--- config.mk ---
export PLATFORM = sky130hd
export DESIGN_NAME = debounce_scheduler
export DESIGN_NICKNAME = d
export VERILOG_FILES = /design/src/rtl/analyzer_pkg.sv /design/src/rtl/rr_arbiter.sv /design/src/rtl/debounce_scheduler.sv
export SDC_FILE = /design/constraint.sdc
export NUM_CORES = 1
export LEC_CHECK = 0
export ABC_AREA = 1
export BUFFER_PORTS_ARGS = -buffer_cell sky130_fd_sc_hd__buf_2
export CORE_ASPECT_RATIO = 0.75
export CORE_MARGIN = 4
export CORE_UTILIZATION = 50
export CTS_CLUSTER_SIZE = 12
export DETAILED_ROUTE_END_ITERATION = 8
export PLACE_DENSITY = 0.73
export SYNTH_ARGS = -nofsm -noshare
export SYNTH_HDL_FRONTEND = slang
export SYNTH_SLANG_ARGS = --single-unit
--- constraint.sdc ---
create_clock -name i_clk -period 1.65 [get_ports i_clk]
set_clock_uncertainty 0.05 [all_clocks]
set_input_delay 0.2475 -clock i_clk [delete_from_list [all_inputs] [get_ports i_clk]]
set_output_delay 0.2475 -clock i_clk [all_outputs]
set_load 0.1 [all_outputs]
--- src/rtl/analyzer_pkg.sv ---
// Shared definitions for the analyzer front-panel logic.
// State encodings and board-level timing defaults.
package analyzer_pkg;

  typedef enum logic {
    S_IDLE   = 1'b0,
    S_SETTLE = 1'b1
  } db_state_t;

  // One lockout of about 200 ms at the 100 MHz board clock.
  localparam int CLK_WAIT_DEFAULT = 20000000;

endpackage

--- src/rtl/rr_arbiter.sv ---
// Combinational round-robin pick: first requester after the last grant.
// Also reused by the capture-channel mux.
module rr_arbiter #(
  parameter int N = 4,
  parameter int W = $clog2(N)
) (
  input  logic [N-1:0] req,
  input  logic [W-1:0] last,
  output logic         any,
  output logic [W-1:0] gnt
);

  // Scan from the far end so the nearest requester after 'last' wins.
  always_comb begin
    any = 1'b0;
    gnt = last;
    for (int i = N; i >= 1; i--) begin
      if (req[(int'(last) + i) % N]) begin
        any = 1'b1;
        gnt = W'((int'(last) + i) % N);
      end
    end
  end

endmodule

--- src/rtl/debounce_scheduler.sv ---
// Multi-channel button debouncer sharing one lockout counter,
// handed out round-robin to channels whose synced input moved.
module debounce_scheduler
  import analyzer_pkg::*;
#(
  parameter int N_BTN    = 4,
  parameter int CLK_WAIT = CLK_WAIT_DEFAULT
) (
  input  logic                     i_clk,
  input  logic                     i_rst,
  input  logic [N_BTN-1:0]         i_buttons,
  output logic [N_BTN-1:0]         o_level,
  output logic [N_BTN-1:0]         o_press,
  output logic [N_BTN-1:0]         o_release,
  output logic                     o_busy,
  output logic [$clog2(N_BTN)-1:0] o_grant
);

  localparam int GW = $clog2(N_BTN);
  localparam int CW = $clog2(CLK_WAIT + 1);
  localparam logic [CW-1:0] LAST = CW'(CLK_WAIT - 1);

  logic [N_BTN-1:0] sync1;
  logic [N_BTN-1:0] sync2;
  logic [N_BTN-1:0] req;
  logic             any;
  logic [GW-1:0]    gnt;

  db_state_t        state_q, state_d;
  logic [CW-1:0]    count_q, count_d;
  logic [N_BTN-1:0] level_q, level_d;
  logic [N_BTN-1:0] press_q, press_d;
  logic [N_BTN-1:0] rel_q, rel_d;
  logic             busy_q, busy_d;
  logic [GW-1:0]    grant_q, grant_d;

  assign req = sync2 ^ level_q;

  rr_arbiter #(
    .N (N_BTN),
    .W (GW)
  ) u_arb (
    .req  (req),
    .last (grant_q),
    .any  (any),
    .gnt  (gnt)
  );

  always_ff @(posedge i_clk) begin
    if (i_rst) begin
      sync1   <= '0;
      sync2   <= '0;
      state_q <= S_IDLE;
      count_q <= '0;
      level_q <= '0;
      press_q <= '0;
      rel_q   <= '0;
      busy_q  <= 1'b0;
      grant_q <= GW'(N_BTN - 1);
    end else begin
      sync1   <= i_buttons;
      sync2   <= sync1;
      state_q <= state_d;
      count_q <= count_d;
      level_q <= level_d;
      press_q <= press_d;
      rel_q   <= rel_d;
      busy_q  <= busy_d;
      grant_q <= grant_d;
    end
  end

  always_comb begin
    state_d = state_q;
    count_d = count_q;
    level_d = level_q;
    press_d = '0;
    rel_d   = '0;
    busy_d  = busy_q;
    grant_d = grant_q;
    unique case (state_q)
      S_IDLE: begin
        if (any) begin
          level_d[gnt] = sync2[gnt];
          if (sync2[gnt]) press_d[gnt] = 1'b1;
          else            rel_d[gnt]   = 1'b1;
          grant_d = gnt;
          count_d = '0;
          busy_d  = 1'b1;
          state_d = S_SETTLE;
        end
      end
      S_SETTLE: begin
        count_d = count_q + CW'(1);
        if (count_q == LAST) begin
          busy_d  = 1'b0;
          state_d = S_IDLE;
        end
      end
      default: state_d = S_IDLE;
    endcase
  end

  assign o_level   = level_q;
  assign o_press   = press_q;
  assign o_release = rel_q;
  assign o_busy    = busy_q;
  assign o_grant   = grant_q;

endmodule
**Yosys cells after proc, flatten, opt, wreduce, memory -nomap -nowiden**

Cells that the tools add are included.

- Reductions and logical operators: 9
- $lt $le $gt $ge: 6
- Add/subtract/negate cells: 5
- Equality and inequality tests: 3
- Bitwise operators: 8
- Multiplexer cells: 33

Operator list:

| cell | number |
|---|---|
| one-hot mux 25 bit (2 select lines) | 1 |
| adder 25 x 1 -> 25 bit (second input constant) | 1 |
| equality test 25 bit (second input constant) | 1 |
| 2-to-1 mux 25 bit | 1 |
| 2-to-1 mux 1 bit | 18 |
| < comparator 3 x 4 -> 1 bit (second input constant) | 4 |
| binary-select mux 1 bit (select 2 bit) | 5 |
| 2-to-1 mux 2 bit | 4 |
| OR reduction 2 bit | 4 |
| OR reduction 4 bit | 2 |
| adder 2 x 1 -> 2 bit (second input constant) | 2 |
| adder 2 bit (second input constant) | 2 |
| AND 1 bit (first input constant) | 4 |
| bitwise mux 4 bit | 1 |
| one-hot mux 1 bit (2 select lines) | 2 |
| AND reduction 2 bit | 2 |
| XOR 4 bit | 1 |
| < comparator 2 x 3 -> 1 bit (second input constant) | 1 |
| inverter 1 bit | 3 |
| demux 1 bit (select 2 bit) | 1 |
| >= comparator 2 x 1 -> 1 bit (second input constant) | 1 |
| != test 2 x 1 -> 1 bit (second input constant) | 1 |
| != test 2 bit (second input constant) | 1 |
| logical AND 1 bit | 1 |

- Flip-flop bits (word level): 49
- Input bits: 6
- Word-level logic and storage cells: 73
- Output and inout port bits: 15

**Depth between registers and ports, before layout**

Gate-level depths: netlist of the first run.

- Depth in word-level cells: 15
- Depth in mapped cells: 16
- Mapped depth without buffers: 16

**Modules after synthesis**

From an unflattened synthesis of the first run, not the netlist that was laid out.

- Cells, all modules: 386
- Area, all modules: 2516.2 um^2

By module, submodules not included:

| module | cells an instance | times used | area each (um^2) |
|---|---|---|---|
| debounce_scheduler | 340 | 1 | 2302.2 |
| rr_arbiter | 46 | 1 | 214.0 |

**Worst setup path after synthesis of the first run**

Ideal clock, no wire load.

- Path type: flip-flop to flip-flop
- Start: reg grant_q[0], in the netlist o_grant[0]
- End: reg level_q[2], in the netlist o_level[2]
- Library setup time: 0.109 ns
- Cell stages (with the launch flop): 16
- Clock period less this slack: 2.468 ns
- Buffers on the path: 0
- Data required time: 1.491 ns
- Data arrival time: 2.309 ns
- Slack: -0.818 ns
- Cell sequence: dfxtp_1 inv_2 nand2_1 nand2_2 inv_2 nand3_2 nand2_2 inv_4 nand4_1 nand2_4 nor2_1 nand2_1 inv_1 nand3_1 nand2_1 inv_1

- Longest elaborated chain between the ends: 13
- Elaborated cells on any way between the ends: 33
- Classes of those cells: 4 x add/sub; 2 x order compare; 25 x mux; 2 x reduce/logical

Ends and longest elaborated chain:

| element | RTL line | text |
|---|---|---|
| start, declared | debounce_scheduler.sv:35 | `logic [GW-1:0] grant_q, grant_d;` |
| start signal, assigned | debounce_scheduler.sv:59 | `grant_q <= GW'(N_BTN - 1);` |
| start signal, assigned | debounce_scheduler.sv:69 | `grant_q <= grant_d;` |
| adder 2 x 1 -> 2 bit | rr_arbiter.sv:18, rr_arbiter.sv:20 |  |
| binary-select mux 1 bit (select 2 bit) | rr_arbiter.sv:18 | `if (req[(int'(last) + i) % N]) begin` |
| 2-to-1 mux 1 bit (not written as such) (2 in a row) | rr_arbiter.sv:18 |  |
| 2-to-1 mux 2 bit (4 in a row) | rr_arbiter.sv:18 |  |
| < comparator 2 x 3 -> 1 bit (not written as such) or >= comparator 2 x 1 -> 1 bit (tied branches) | debounce_scheduler.sv:84 | `level_d[gnt] = sync2[gnt];` |
| logical AND 1 bit (not written as such) | debounce_scheduler.sv:84 |  |
| 2-to-1 mux 1 bit (not written as such) | debounce_scheduler.sv:84 |  |
| demux 1 bit (select 2 bit) | debounce_scheduler.sv:84 |  |
| bitwise mux 4 bit | debounce_scheduler.sv:84 |  |
| end signal, assigned | debounce_scheduler.sv:65 | `level_q <= level_d;` |
| end, declared | debounce_scheduler.sv:31 | `logic [N_BTN-1:0] level_q, level_d;` |

Several ways; a longest one is shown, not always the timed one. The select of a mux whose other input is x is not followed.
A chain may end at the register's enable or synchronous reset.

**Worst setup path after layout of the first run**

- Start: reg grant_q[0], in the netlist o_grant[0]
- End: reg rel_q[2], in the netlist o_release[2]

- Longest elaborated chain between the ends: 12
- Elaborated cells on any way between the ends: 33
- Classes of those cells: 4 x add/sub; 2 x order compare; 24 x mux; 1 x bitwise; 2 x reduce/logical

Ends and longest elaborated chain:

| element | RTL line | text |
|---|---|---|
| adder 2 x 1 -> 2 bit | rr_arbiter.sv:18, rr_arbiter.sv:20 |  |
| binary-select mux 1 bit (select 2 bit) | rr_arbiter.sv:18 |  |
| 2-to-1 mux 1 bit (not written as such) (2 in a row) | rr_arbiter.sv:18 |  |
| 2-to-1 mux 2 bit (4 in a row) | rr_arbiter.sv:18 |  |
| < comparator 2 x 3 -> 1 bit (not written as such) or >= comparator 2 x 1 -> 1 bit (tied branches) | debounce_scheduler.sv:86 | `else rel_d[gnt] = 1'b1;` |
| logical AND 1 bit (not written as such) | debounce_scheduler.sv:86 |  |
| 2-to-1 mux 1 bit (not written as such) | debounce_scheduler.sv:86 |  |
| demux 1 bit (select 2 bit) | debounce_scheduler.sv:86 |  |
| end signal, assigned | debounce_scheduler.sv:67 | `rel_q <= rel_d;` |
| end, declared | debounce_scheduler.sv:33 | `logic [N_BTN-1:0] rel_q, rel_d;` |

Several ways; a longest one is shown, not always the timed one. The select of a mux whose other input is x is not followed.

==> impl_results.md, run 1 <==
- Status: finished with violations
- Failing checks: negative setup slack
- Global-route wire length before repair: 11.8 mm
- Largest net degree at the start of global routing: 19
- Leak: 1.60 nW
- Cell Rows: 21
- Htree depth: 2
- Sw Ratio: 51.0%
- Cell area after layout: 3540 sq um
- Slew Limit Fails: 0
- Place WS: -209 ps
- Drt pass-1 iters: 5
- Most common cell after layout, fill and taps aside: buf_4
- Clk sinks: 49
- CP most frequent cell: nand2_4
- Critical Path Start Type: flip-flop
- Placed instance area: 3080 sq um
- Power, Total: 6.39 mW
- Register bit total from synthesis: 49
- Routed vias: 2699
- CP Class: reg2reg
- Critical Path AT: 2130 ps
- HP Class: in2reg
- Clk buf depth: 2
- Post-synthesis instance area: 2490 sq um
- Worst Setup Slack, final: -283 ps
- Antenna-violating nets left: 0
- DPL Wire Length: 5.10 mm
- Fmax: 517 MHz
- # fillers: 319
- Max Cap Violations: 0
- GR Overflow Total: 0
- Critical path's slowest cell: dfxtp_4
- Final worst-path cycle share: 117%
- Mapped Cells: 352
- Commonest cells after routing, fill and taps aside: buf_4 (64), nand2_1 (55), inv_1 (43), dfxtp_1 (36), nand3_1 (29)
- Starting Density: 53.8%
- Setup TNS: -7360 ps
- I/O Pins: 21
- WP buf/inv: 4
- Count of synthesis-stage warnings from yosys: 0
- Die Ht: 69.1 um
- Combinational power share: 64.9%
- Die area: 6180 sq um
- Non-filler cells, final: 496
- DRC: 0
- GRT Total Usage: 24.0%
- Clk_lat worst skew: 310 ps
- Clock network fraction of total power: 12.3%
- Vias in the first global route: 2516
- Hold Worst Slack: 80.8 ps
- Final Hold Vio Count: 0
- # nets final: 445
- Worst-path clk slew: 110 ps
- DRT Wirelength: 7.45 mm
- Maximum VDD drop: 0.00110 V
- Initial antenna violation count: 0
- Post-Syn Area per Cell: 7.07 sq um
- Int Pwr: 3.13 mW
- Net switching power: 3.26 mW
- Layout cells sized above 1: 45.6%
- CP Capture Type: flip-flop
- WP data required: 1840 ps
- Core Footprint: 4620 sq um
- CTS tree: done
- Slew @ Worst Pin: 506 ps
- Finish-stage setup viols: 38
- RSZ-0062 raised after global routing: true
- Inserted Clock Buffers: 5
- Post-synthesis sequential area ratio: 39.4%
- IO buf count: 20
- CP Cell Sequence: inv_8, nand2_4, nand2_4, inv_4, nand3_2, nand2_2, inv_4, buf_4, nand3_4, nand2_4, nand2_2, nand2_2, nand2_4, nand3_2, nor2_2
- Layout area overhead: 42.1%
- Antenna diodes: 0
- DRT iter0 DRCs: 297
- Sequential power share: 22.8%
- P per Cell Area: 1810 nW/um^2
- Family with the most delay on the worst path: simple AND/OR/NAND/NOR gates
- RePlAce Congestion: 0.900
- Drt wl/cell: 15.0 um
- Max incr delay on CP: 450 ps
- Number of library cell types mapped by synthesis: 30
- Slew Limit Headroom: 66.5%
- Die Width: 89.5 um
- Reg2Reg Setup Slack: -280 ps
- Layout Utilization: 76.5%
- Vias per cell: 5.44
- Tmin final: 1930 ps
- Dpl cells: 474
- Syn Nets: 359
- CP Max Fanout: 8
- Root Driver: clkbuf_8
## kinds of logic after synthesis
logic type,after synthesis,share of synthesized area [%]
compound gates,42,10.6
xor+xnor,2,0.704
flops,49,39.4
buf+inv,60,10.2
simple gates,198,38.6
fa+ha+maj,1,0.502
## layout make-up
cell class | instances | area [sq um] | area share, %
repair buffers | 86 | 612 | 17.3
well taps | 57 | 71.3 | 2.02
clock buffers | 5 | 68.8 | 1.95
inverters | 53 | 214 | 6.05
multi-input cells | 243 | 1530 | 43.2
clock inverters | 3 | 28.8 | 0.814
flip-flops and latches | 49 | 1010 | 28.7
## worst min-delay path, cell delays in order
cell and delay (ps):
buf_2 90, inv_1 40, nor2_1 30
## synth_stat cells, drive strengths merged
library cell	count	area, sq um
clkbuf	3	11.3
o31ai	6	45.0
inv	53	201
nor3	10	50.1
xnor2	1	8.76
nand4	7	43.8
nand2	84	388
or2	1	6.26
o21ai	9	56.3
ha	1	12.5
a21oi	18	90.1
nor2	41	169
dfxtp	49	981
a22oi	3	27.5
nand3	51	280
a31oi	1	6.26
nor4	4	25.0
buf	4	41.3
a211oi	5	37.5
xor2	1	8.76
## final timing paths
| kind | startpoint | to | cells after the start |
|---|---|---|---|
| setup / recovery | o_grant[0] | o_release[2] | 15 |
| hold / removal | i_buttons[0] | sync1[0] | 3 |
| setup reg to reg | o_grant[0] | o_release[2] | 15 |
| hold reg to reg | sync1[0] | sync2[0] | 2 |
## state kept, by name (all words and copies together) (netlist names)
register / cells
o_busy: 1
o_grant: 2
state_q: 1
o_press: 4
sync1: 4
count_q: 25
o_level: 4
o_release: 4
sync2: 4
## power groups by stage
stage	Combinational [mW]	Sequential, mW	Clock, mW
after floorplan	1.61	2.12	0
after global placement	3.25	1.46	0
after detailed placement	3.31	1.47	0
after CTS	3.78	1.44	0.790
after global routing	4.37	1.46	0.833
final	4.15	1.45	0.786
## repair_timing
action                     in CTS  in global routing
buffers inserted               10                  5
pin swaps                      11                 12
setup endpoints to repair      40                 41
gates resized for setup        35                 37
hold buffers                    0                  0
## metal layers
metal / up-vias / part of all wire (%) / GRT usage, %
li1: 1322 / - / -
met1: 1253 / 47 / 36.2
met2: 107 / 45 / 35.0
met3: 17 / 6.3 / 4.52
met4: 0 / 1.8 / 5.79
met5: - / 0 / 0
No activity file was read; power rests on OpenSTA's default activity.
==> inputs of run 2 (changes only) <==
Settings changed: CORE_UTILIZATION 50 to 45, PLACE_DENSITY 0.73 to 0.67.
Clock period 1.65 ns to 1.6 ns, I/O delays scaled along.
==> run 2 against run 1 <==
The flow still finishes with violations (negative setup slack). Via count is 4.7% higher. Register-to-register slack worse by 100 ps. Worst setup slack worse by 100 ps. Flip-flop and latch count stayed put. First-iteration DRC count is 33% lower. Combinational power is 14% higher. Clock-buffer cell count stayed put. Core utilization is 5.1 points lower. Design area is 8.0% higher.
==> impl_results.md, run 2 (synthesis results as in run 1) <==
- Hold Worst Slack: 74.6 ps (-6.18 ps)
- Non-filler cells, final: 517 (+4.2%)
- Worst r2r src: o_grant[0]
- Sw Ratio: 50.5% (-0.56 points)
- Setup crit end: o_level[2]
- Status: finished with violations
- Vias per cell: 5.46 (+0.42%)
- R2r endpoint: o_level[2]
- Clk sinks: 49 (unchanged)
- GR Overflow Total: 0 (unchanged)
- CTS Hold Bufs: 0 (unchanged)
- Antenna diodes: 0 (unchanged)
- Core Footprint: 5350 sq um (+16%)
- Commonest cells after routing, fill and taps aside: buf_4 (63), nand2_1 (51), inv_1 (43), dfxtp_1 (37), nand3_2 (25)
- Die Width: 93.9 um (+4.9%)
- Cell Rows: 23 (+9.5%)
- Sequential power share: 21.0% (-1.8 points)
- Layout cells sized above 1: 50.5% (+4.9 points)
- Routed vias: 2825 (+4.7%)
- Die area: 6800 sq um (+9.9%)
- Tmin final: 1980 ps (+52.1 ps)
- RSZ-0062 raised after global routing: true
- Largest register FFs: 25 (unchanged)
- Layout area overhead: 53.5%
- Vias in the first global route: 2434 (-3.3%)
- Slew @ Worst Pin: 571 ps (+64.7 ps)
- Final worst-path cycle share: 124% (+6.9 points)
- Drt pass-1 iters: 4 (-1)
- DRT Wirelength: 8.31 mm (+12%)
- Global-route wire length before repair: 11.6 mm (-2.2%)
- Combinational power share: 65.9% (+1.0 points)
- GRT Total Usage: 21.5% (-2.5 points)
- Cell area after layout: 3820 sq um (+8.0%)
- Most common cell after layout, fill and taps aside: buf_4
- DPL Wire Length: 5.06 mm (-0.72%)
- Int Pwr: 3.55 mW (+14%)
- Starting Density: 46.5% (-7.3 points)
- RePlAce Congestion: 0.934 (+3.8%)
- Largest net degree at the start of global routing: 27 (+8)
- Slew Limit Fails: 0 (unchanged)
- Htree depth: 2 (unchanged)
- Reg2reg path depth: 14 (-1)
- Clk buf depth: 2 (unchanged)
- Failing checks: negative setup slack
- Antenna-violating nets left: 0 (unchanged)
- Inserted Clock Buffers: 5 (unchanged)
- Fmax: 504 MHz (-2.6%)
- CTS tree: done
- Power, Total: 7.18 mW (+12%)
- Net switching power: 3.62 mW (+11%)
- Root Driver: clkbuf_8
- Slew Limit Headroom: 61.9% (-4.6 points)
- Clock network fraction of total power: 13.1% (+0.8 points)
- Finish-stage setup viols: 41 (+7.9%)
- Final Hold Vio Count: 0 (unchanged)
- I/O Pins: 21 (unchanged)
- Critical Path AT: 2200 ps (+70 ps)
- Critical Path Start Type: flip-flop
- Clk_lat worst skew: 310 ps (about the same)
- # nets final: 448 (+0.67%)
- Reg2Reg Setup Slack: -380 ps (-100 ps)
- CP Max Fanout: 8 (unchanged)
- CP Capture Type: flip-flop
- P per Cell Area: 1880 nW/um^2 (+4.0%)
- Leak: 1.64 nW (+2.9%)
- CP startpoint: o_grant[0]
- Worst Setup Slack, final: -385 ps (-102 ps)
- Worst-path clk slew: 110 ps (about the same)
- Die Ht: 72.4 um (+4.8%)
- Drt wl/cell: 16.1 um (+7.1%)
- Place WS: -238 ps (-28.9 ps)
- WP data required: 1810 ps (-30 ps)
- HP Class: in2reg
- DRT iter0 DRCs: 200 (-33%)
- CP Class: reg2reg
- Placed instance area: 3080 sq um (+0.24%)
- DRC: 0 (unchanged)
- IO buf count: 20 (unchanged)
- Maximum VDD drop: 0.000888 V (-19%)
- Largest Register: count_q
- Dpl cells: 490 (+3.4%)
- Max Cap Violations: 0 (unchanged)
- Initial antenna violation count: 0 (unchanged)
[run 2: layer usage]
metal	share of wire, %	up-vias	wire length, um	GRT usage [%]
met3	7.9	23	658	4.46
met4	2.1	0	176	5.93
met2	45	141	3730	30.1
met5	0	-	0	0
met1	45	1320	3750	33.2
li1	-	1341	-	-
[run 2: metrics by stage]
step / TNS, ps / util, %
2_1_floorplan: -7560 / -
3_3_place_gp: -5470 / 57.6
3_5_place_dp: -5620 / 57.6
4_1_cts: -4970 / 64.3
5_1_grt: -13800 / 71.4
6_report: -10200 / 71.4
[run 2: power by group through the flow]
stage	Combinational (mW)	Clock, mW	Sequential [mW]
after floorplan	1.66	0	2.19
after global placement	3.33	0	1.50
after detailed placement	3.34	0	1.51
after CTS	3.96	0.937	1.48
after global routing	4.95	0.993	1.51
final	4.73	0.943	1.50
[run 2: critical path, cell delays in order (launching register included)]
cell	delay (ps)
dfxtp_4	450
inv_8	80
nand2_8	70
nand2_8	70
inv_6	80
nand3_4	70
nand2_4	100
inv_4	60
nand4_1	140
nand2_4	160
nor2_4	160
nand2_2	80
a21oi_1	220
nand2_1	90
inv_1	50
[run 2: final cells by class]
class	instances	area (sq um)
sequential	49	1020
clock buffer	5	68.8
inverter	53	221
multi-input combinational	244	1730
fill	402	1530
tap	75	93.8
clock inverter	3	47.5
timing repair buffer	88	647
[run 2: worst min path at each step]
stage               slack, ps          from  endpoint  cells after the start
floorplan                 300  i_buttons[0]  sync1[0]                      2
global placement          350      sync1[2]  sync2[2]                      2
detailed placement        350      sync1[2]  sync2[2]                      2
CTS                        70  i_buttons[1]  sync1[1]                      3
global route               80  i_buttons[1]  sync1[1]                      3
finish                     70  i_buttons[1]  sync1[1]                      3
[run 2: repair_timing]
item                                   CTS  global route
setup buffers                            9             9
setup endpoints to repair               40            41
gates resized for setup                 44            74
endpoints found under the hold margin    0             0
gates cloned                             1             0
pin swaps                               11            26
